**config.mk**
```make
export PLATFORM = sky130hd
export DESIGN_NAME = alu_seq
export DESIGN_NICKNAME = d
export VERILOG_FILES = /design/src/rtl/alu_seq.sv
export SDC_FILE = /design/constraint.sdc
export NUM_CORES = 1
export LEC_CHECK = 0
export ABC_AREA = 1
export CORE_MARGIN = 1.5
export CORE_UTILIZATION = 50
export DETAILED_ROUTE_END_ITERATION = 7
export GPL_TIMING_DRIVEN = 0
export MAX_ROUTING_LAYER = met4
export PLACE_DENSITY = 0.75
export SLEW_MARGIN = 25
export SYNTH_ARGS = -nofsm -noshare
export SYNTH_HDL_FRONTEND = slang
export SYNTH_SLANG_ARGS = --single-unit
export TNS_END_PERCENT = 20
```
**constraint.sdc**
```tcl
create_clock -name clk -period 1.5 [get_ports clk]
set_clock_uncertainty 0.1 [all_clocks]
set_input_delay 0.3 -clock clk [delete_from_list [all_inputs] [get_ports clk]]
set_output_delay 0.3 -clock clk [all_outputs]
set_load 0.05 [all_outputs]
```
**src/rtl/alu_seq.sv**
```systemverilog
// Registered ALU with internal CCR {V,C,N,Z} and valid/ready input handshake.
// Define ALU_SEQ_MUL_EN to add an iterative shift-add multiplier on opcode 1111.
module alu_seq #(
    parameter int         WIDTH   = 8,
    parameter logic [3:0] CCR_RST = 4'b0000
) (
    input  logic             clk,
    input  logic             rst_n,
    input  logic             in_valid,
    output logic             in_ready,
    input  logic [WIDTH-1:0] A,
    input  logic [WIDTH-1:0] B,
    input  logic [3:0]       Alu_opcode,
    input  logic             flush,
    input  logic             ccr_load,
    input  logic [3:0]       ccr_in,
    output logic             out_valid,
    output logic [WIDTH-1:0] out,
    output logic [3:0]       ccr_out,
    output logic             busy
);

    localparam int W = WIDTH;

    logic [W-1:0] r_out;
    logic         r_valid;
    logic [3:0]   r_ccr;

    logic [W-1:0] w_res;
    logic [W:0]   w_sum;
    logic [3:0]   w_ccr;
    logic         w_nz;
    logic         w_acc;
    logic         w_is_mul;

    always_comb begin
        w_res = '0;
        w_sum = '0;
        w_ccr = r_ccr;
        w_nz  = 1'b1;
        case (Alu_opcode)
            4'h0: w_res = B;
            4'h1: begin
                w_sum    = {1'b0, A} + {1'b0, B};
                w_res    = w_sum[W-1:0];
                w_ccr[2] = w_sum[W];
                w_ccr[3] = (A[W-1] == B[W-1]) && (w_res[W-1] != A[W-1]);
            end
            4'h2: begin
                w_sum    = {1'b0, A} - {1'b0, B};
                w_res    = w_sum[W-1:0];
                w_ccr[2] = w_sum[W];
                w_ccr[3] = (A[W-1] != B[W-1]) && (w_res[W-1] != A[W-1]);
            end
            4'h3: w_res = A & B;
            4'h4: w_res = A | B;
            4'h5: begin
                w_res    = {B[W-2:0], r_ccr[2]};
                w_ccr[2] = B[W-1];
                w_ccr[3] = w_res[W-1] != B[W-1];
            end
            4'h6: begin
                w_res    = {r_ccr[2], B[W-1:1]};
                w_ccr[2] = B[0];
                w_ccr[3] = w_res[W-1] != B[W-1];
            end
            4'h7: begin
                w_ccr[2] = 1'b1;
                w_nz     = 1'b0;
            end
            4'h8: begin
                w_ccr[2] = 1'b0;
                w_nz     = 1'b0;
            end
            4'h9: w_res = ~B;
            4'hA: w_res = -B;
            4'hB: begin
                w_sum    = {1'b0, B} + (W+1)'(1);
                w_res    = w_sum[W-1:0];
                w_ccr[2] = w_sum[W];
                w_ccr[3] = !B[W-1] && w_res[W-1];
            end
            4'hC: begin
                w_sum    = {1'b0, B} - (W+1)'(1);
                w_res    = w_sum[W-1:0];
                w_ccr[2] = w_sum[W];
                w_ccr[3] = B[W-1] && !w_res[W-1];
            end
            4'hD: begin
                w_sum    = {1'b0, A} - (W+1)'(1);
                w_res    = w_sum[W-1:0];
                w_ccr[2] = w_sum[W];
                w_ccr[3] = A[W-1] && !w_res[W-1];
            end
            4'hE: w_res = A;
            default: begin
                w_ccr = 4'b0000;
                w_nz  = 1'b0;
            end
        endcase
        if (w_nz) begin
            w_ccr[1] = w_res[W-1];
            w_ccr[0] = (w_res == '0);
        end
    end

`ifdef ALU_SEQ_MUL_EN
    localparam int CW = (W > 1) ? $clog2(W) : 1;

    typedef enum logic {
        S_IDLE = 1'b0,
        S_MUL  = 1'b1
    } state_t;

    state_t         r_state;
    logic [2*W-1:0] r_mcand;
    logic [2*W-1:0] r_prod;
    logic [W-1:0]   r_mplier;
    logic [CW-1:0]  r_cnt;
    logic [2*W-1:0] w_mul_nx;
    logic [3:0]     w_mul_ccr;
    logic           w_hi_nz;

    assign w_mul_nx  = r_prod + (r_mplier[0] ? r_mcand : '0);
    assign w_hi_nz   = |w_mul_nx[2*W-1:W];
    assign w_mul_ccr = {w_hi_nz, w_hi_nz, w_mul_nx[W-1], w_mul_nx[W-1:0] == '0};
    assign w_is_mul  = (Alu_opcode == 4'hF);
    assign in_ready  = rst_n && (r_state == S_IDLE);
    assign busy      = (r_state == S_MUL);
`else
    assign w_is_mul  = 1'b0;
    assign in_ready  = rst_n;
    assign busy      = 1'b0;
`endif

    assign w_acc     = in_valid && in_ready && !flush;
    assign out       = r_out;
    assign out_valid = r_valid;
    assign ccr_out   = r_ccr;

    always_ff @(posedge clk or negedge rst_n) begin
        if (!rst_n) begin
            r_out    <= '0;
            r_valid  <= 1'b0;
            r_ccr    <= CCR_RST;
`ifdef ALU_SEQ_MUL_EN
            r_state  <= S_IDLE;
            r_mcand  <= '0;
            r_prod   <= '0;
            r_mplier <= '0;
            r_cnt    <= '0;
`endif
        end else begin
            r_valid <= 1'b0;
            if (w_acc && !w_is_mul) begin
                r_out   <= w_res;
                r_valid <= 1'b1;
                r_ccr   <= w_ccr;
            end
`ifdef ALU_SEQ_MUL_EN
            if (r_state == S_MUL) begin
                if (flush) begin
                    r_state <= S_IDLE;
                end else begin
                    r_prod   <= w_mul_nx;
                    r_mcand  <= r_mcand << 1;
                    r_mplier <= r_mplier >> 1;
                    r_cnt    <= r_cnt + 1'b1;
                    // last iteration: product is final on this edge
                    if (r_cnt == CW'(W-1)) begin
                        r_state <= S_IDLE;
                        r_out   <= w_mul_nx[W-1:0];
                        r_valid <= 1'b1;
                        r_ccr   <= w_mul_ccr;
                    end
                end
            end else if (w_acc && w_is_mul) begin
                r_state  <= S_MUL;
                r_mcand  <= {{W{1'b0}}, A};
                r_mplier <= B;
                r_prod   <= '0;
                r_cnt    <= '0;
            end
`endif
            // a restore overrides any flag update on the same edge
            if (ccr_load) r_ccr <= ccr_in;
        end
    end

endmodule

```
### After elaboration in Yosys (flattened, before gate mapping)

Cells that the tools add are included.
Widths: inputs -> output; s select.

* magnitude comparators: 0
* equal/unequal tests: 23
* reductions and logical operators: 21
* bitwise logic cells: 3
* multiply operators: 0
* shifts and indexed selects: 0
* $add $sub $neg: 6
* multiplexer cells: 9
* divide/modulo/power cells: 0

Operators with widths (number)
* $pmux 8 s13: 1
* $eq 4x4->1 const B: 7
* $sub 8x1->9 const B: 2
* $eq 4x3->1 const B: 4
* $reduce_or 15->1: 1
* $reduce_or 13->1: 1
* $add 8x1->9 const B: 1
* $add 8x8->9: 1
* $pmux 1 s9: 1
* $sub 8x8->9: 1
* $and 8x8->8: 1
* $eq 4x2->1 const B: 2
* $logic_not 8->1: 1
* $mux 4: 2
* $neg 8->8: 1
* $not 8->8: 1
* $or 8x8->8: 1
* $pmux 1 s8: 1
* $reduce_or 8->1: 1
* $logic_and 1x1->1: 7
* $reduce_and 2->1: 3
* $reduce_or 6->1: 1
* $ne 1x1->1: 5
* $eq 4x1->1 const B: 1
* 8 further kinds: 14

* word-level logic and storage cells: 67
* output and inout bits: 15
* RAM bits: 0
* bits in registers: 13
* ROM bits: 0
* bits in latches: 0
* bits of input ports: 29
* memories kept: 0

### Longest topological paths before layout

* depth after elaboration: 6
* depth in mapped cells: 16
* mapped depth without buffers: 15

### Worst setup path after synthesis

Ideal clock, no wire load.

* path type: in2reg
* from: in A[0]
* to: reg r_ccr[0], in the netlist ccr_out[0]
* path slack: -608 ps
* stages on the path: 14
* arrival: 1943 ps
* library setup time: 65 ps
* path through: inv_1 -> ha_1 -> inv_1 -> fa_1 -> or2_2 -> nand3_1 -> o21ai_0 -> nor2_1 -> nand2_1 -> nor2_1 -> nand3_1 -> nor2_1 -> nand3_1 -> nand2_1

* cells in the longest elaborated chain, start to end: 6
* elaborated cells on any way between the ends: 10
* classes of those cells: add/sub: 3; mux: 4; bitwise: 2; reduce/logical: 1

RTL lines
* from (decl): line 11 `input logic [WIDTH-1:0] A,`
* $sub 8x1->9, or another cell as far along: line 90 `w_sum = {1'b0, A} - (W+1)'(1);`
* $pmux 8 s13 *: line 41 `case (Alu_opcode)`
* $logic_not 8->1 *: line 103 `w_ccr[0] = (w_res == '0);`
* $mux 2 *: line 101 `if (w_nz) begin`
* $mux 4 *: line 155 `if (w_acc && !w_is_mul) begin`
* $mux 4 *: line 186 `if (ccr_load) r_ccr <= ccr_in;`
* to (signal assigned): line 158 `r_ccr <= w_ccr;`
* to (signal assigned): line 186
* to (decl): line 27 `logic [3:0] r_ccr;`

Mark *: on every way between the ends. The rest lies on a longest branch, timed or not. The select of a mux whose other input is x is not followed.
A chain may end at the register's enable or synchronous reset.

### Worst setup path in the final report

Ends and elaborated chain as after synthesis.

==> impl_metrics.ini <==
[sta]
tightest_slew_ns = 0.6178
setup_ws_ns = -0.5865
fmax_mhz = 479.3
timing.hold.ws_ns = 0.3839
setup_viol = 12
finalMaxSlewViolations = 0
hold_viol = 0
finalCritPeriodShare_pct = 139.1
rsz0062_at_grt = yes
fin_crit_ns = 2.087
slew_headroom_pct = 58.68

[place]
dp.final_hpwl_um = 8463
gp_congestion = 1.037
dpl_cell_area_um2 = 3601
port_buffers = 42

[clocking]
cts_root_buffer = clkbuf_8
cts.clk_slew.worst_paths_ns = 0.05
clock_path_buffers = 2
tritoncts = done
ctsHtreeMaxLevel = 1
cts_inserted_buffers = 3
cts.sinks = 13
insertion_delay_ns = 0.24

[setup_path]
required_ns = 1.58
critical_path_arrival_ns = 2.17
path_max_fanout = 3
crit_type = in -> reg
cp-end-kind = flip-flop
start_kind = input port

[floorplanning]
initial_utilization_pct = 52.90
io_pins = 44
dieArea_um2 = 6404
core-area_um2 = 5608
die_h_um = 80.03
rows = 27
die_w_um = 80.03

[route]
drc = 0
via_per_inst = 5.944
first_pass_iters = 6
drtIter0Drc = 495
vias = 4268
finalWirelength_um = 12410
ant_nets = 0
wl_per_cell_um = 17.29

[cells_and_area]
area_growth_pct = 44.45
layout_commonest_cell = nand2_1
diodes = 0
finalInstanceArea_um2 = 4285
mostFrequentLayoutCells = nand2_1, nand3_1, nor2_1
nets = 709
drive_gt1_share_pct = 30.80

[synthesis]
synth_top_family_by_area = simple AND/OR/NAND/NOR gates
synthSimpleGateAreaFrac_pct = 55.12
synth_area_leaders = nand2_1, nand3_1, ha_1
synth_top_area_share_pct = 24.55
synthFlopType = dfrtp_1
synth.area.mux_share_pct = 0
syn_area_per_cell_um2 = 5.251
synth_async_sr_flop_share_pct = 100.0
synth_compound_area_share_pct = 8.182
yosysSeqAreaShare_pct = 10.97
synth_edf_count = 0
synthXorXnorAreaFrac_pct = 0.5905
yosys.area_share.adder_pct = 14.42
syn_nets = 627
synth_area_um2 = 2967
yosys.area.top_type = nand2_1
ys_seq_elements = 13
postSynthCellCount = 565
ys_warn_count = 0
synth_cell_types = 25

[run_status]
violations = negative setup slack
status = complete, but fails checks

[grt]
grt.overflow.total = 0
met1_usage_pct = 47.44
antenna_found_initial = 0
grt_pass1_vias = 3997
track_usage_pct = 39.80
grt_max_degree = 14
grt_use_met2_pct = 64.71
grt_pass1_wl_um = 19310
grt_busiest_layer = met2
grtUsageMet3_pct = 7.771

[min_path]
min_path_type = reg -> reg

[job]
drv_cap = 0

[pwr]
power.leakage_nw = 2.159
powerDensity_nw_per_um2 = 517.4
irDropWorstVdd_uv = 564.6
==> worst max-delay path: stages <==
cell        delay, ns
buf_8            0.09
clkinvlp_4       0.14
ha_4             0.19
inv_4            0.05
fa_2             0.42
nand2_1          0.11
nand2_1          0.10
nor2_2           0.11
nand3_2          0.14
nor2_2           0.13
nand3_2          0.12
nor2_2           0.14
nand3_2          0.07
nand2_1          0.06
==> power breakdown <==
part | internal (mW) | leakage (nW) | switching [mW]
logic | 0.506 | 1.98 | 0.954
registers | 0.407 | 0.161 | 0.0336
clock network | 0.188 | 0.0228 | 0.129
==> kinds of logic (layout without fill, tap and decap cells) <==
group	Yosys count	after routing
simple gates	393	393
buf+inv	79	160
compound gates	44	44
fa+ha+maj	33	33
flops	13	13
xor+xnor	2	2
other cells	1	1
==> state kept, by name, indices dropped and copies added, names as in the netlist <==
| name | cells |
|---|---|
| out | 8 |
| ccr_out | 4 |
| out_valid | 1 |
==> Yosys cell counts (all sizes together) (3+ instances only) <==
cell   count
or2        3
ha        31
dfrtp     13
a21oi     14
nor2      94
nor3       7
nand2    194
nand3     83
nand4     12
buf       10
o21ai     20
inv       68
a31oi      3
o21a       3
==> final timing paths <==
path	slack, ns	to	start	cells after the start
max	-0.59	ccr_out[0]	A[0]	14
min in group asynchronous	0.55	out[0]	rst_n	2
max reg2reg	-0.08	ccr_out[0]	ccr_out[2]	11
min	0.38	out[3]	out[3]	2
min reg2reg	0.38	out[3]	out[3]	2
max in group asynchronous	0.34	out[5]	rst_n	2
==> per-stage QoR <==
stage	total power, mW	worst slack, ns	cells	utilization, %	setup TNS, ns
floorplan	1.233	-0.4619	565	-	-3.055
global placement	1.627	-1.698	679	64.21	-18.09
detailed placement	1.644	-1.752	679	64.21	-18.54
CTS	2.112	-0.5364	713	74.07	-3.661
global route	2.346	-0.6544	718	76.42	-5.406
finish	2.217	-0.5865	718	76.42	-4.268
==> per-layer routing <==
layer / vias to the layer above / routed length (µm)
met3: 72 / 1275
met4: 0 / 622
met1: 1900 / 4727
li1: 1981 / -
met2: 315 / 5786
met5: - / 0
==> what timing repair did <==
action                                  CTS  global route
hold endpoints to repair                 13             0
resized for setup                       224            52
setup buffers                            29             5
endpoints found under the setup margin   27            23
pin swaps                                46            20
gates cloned                              0             0
hold buffers                              1             0
==> final cells by class <==
cell class	count	area, µm²
flip-flops and latches	13	325.3
repair buffers	77	624.3
fillers	433	1323
well taps	72	90.09
multi-input cells	473	2790
clock buffers	4	45.04
plain buffers	10	110.1
inverters	69	300.3
Power figures use the tool's default switching activity.
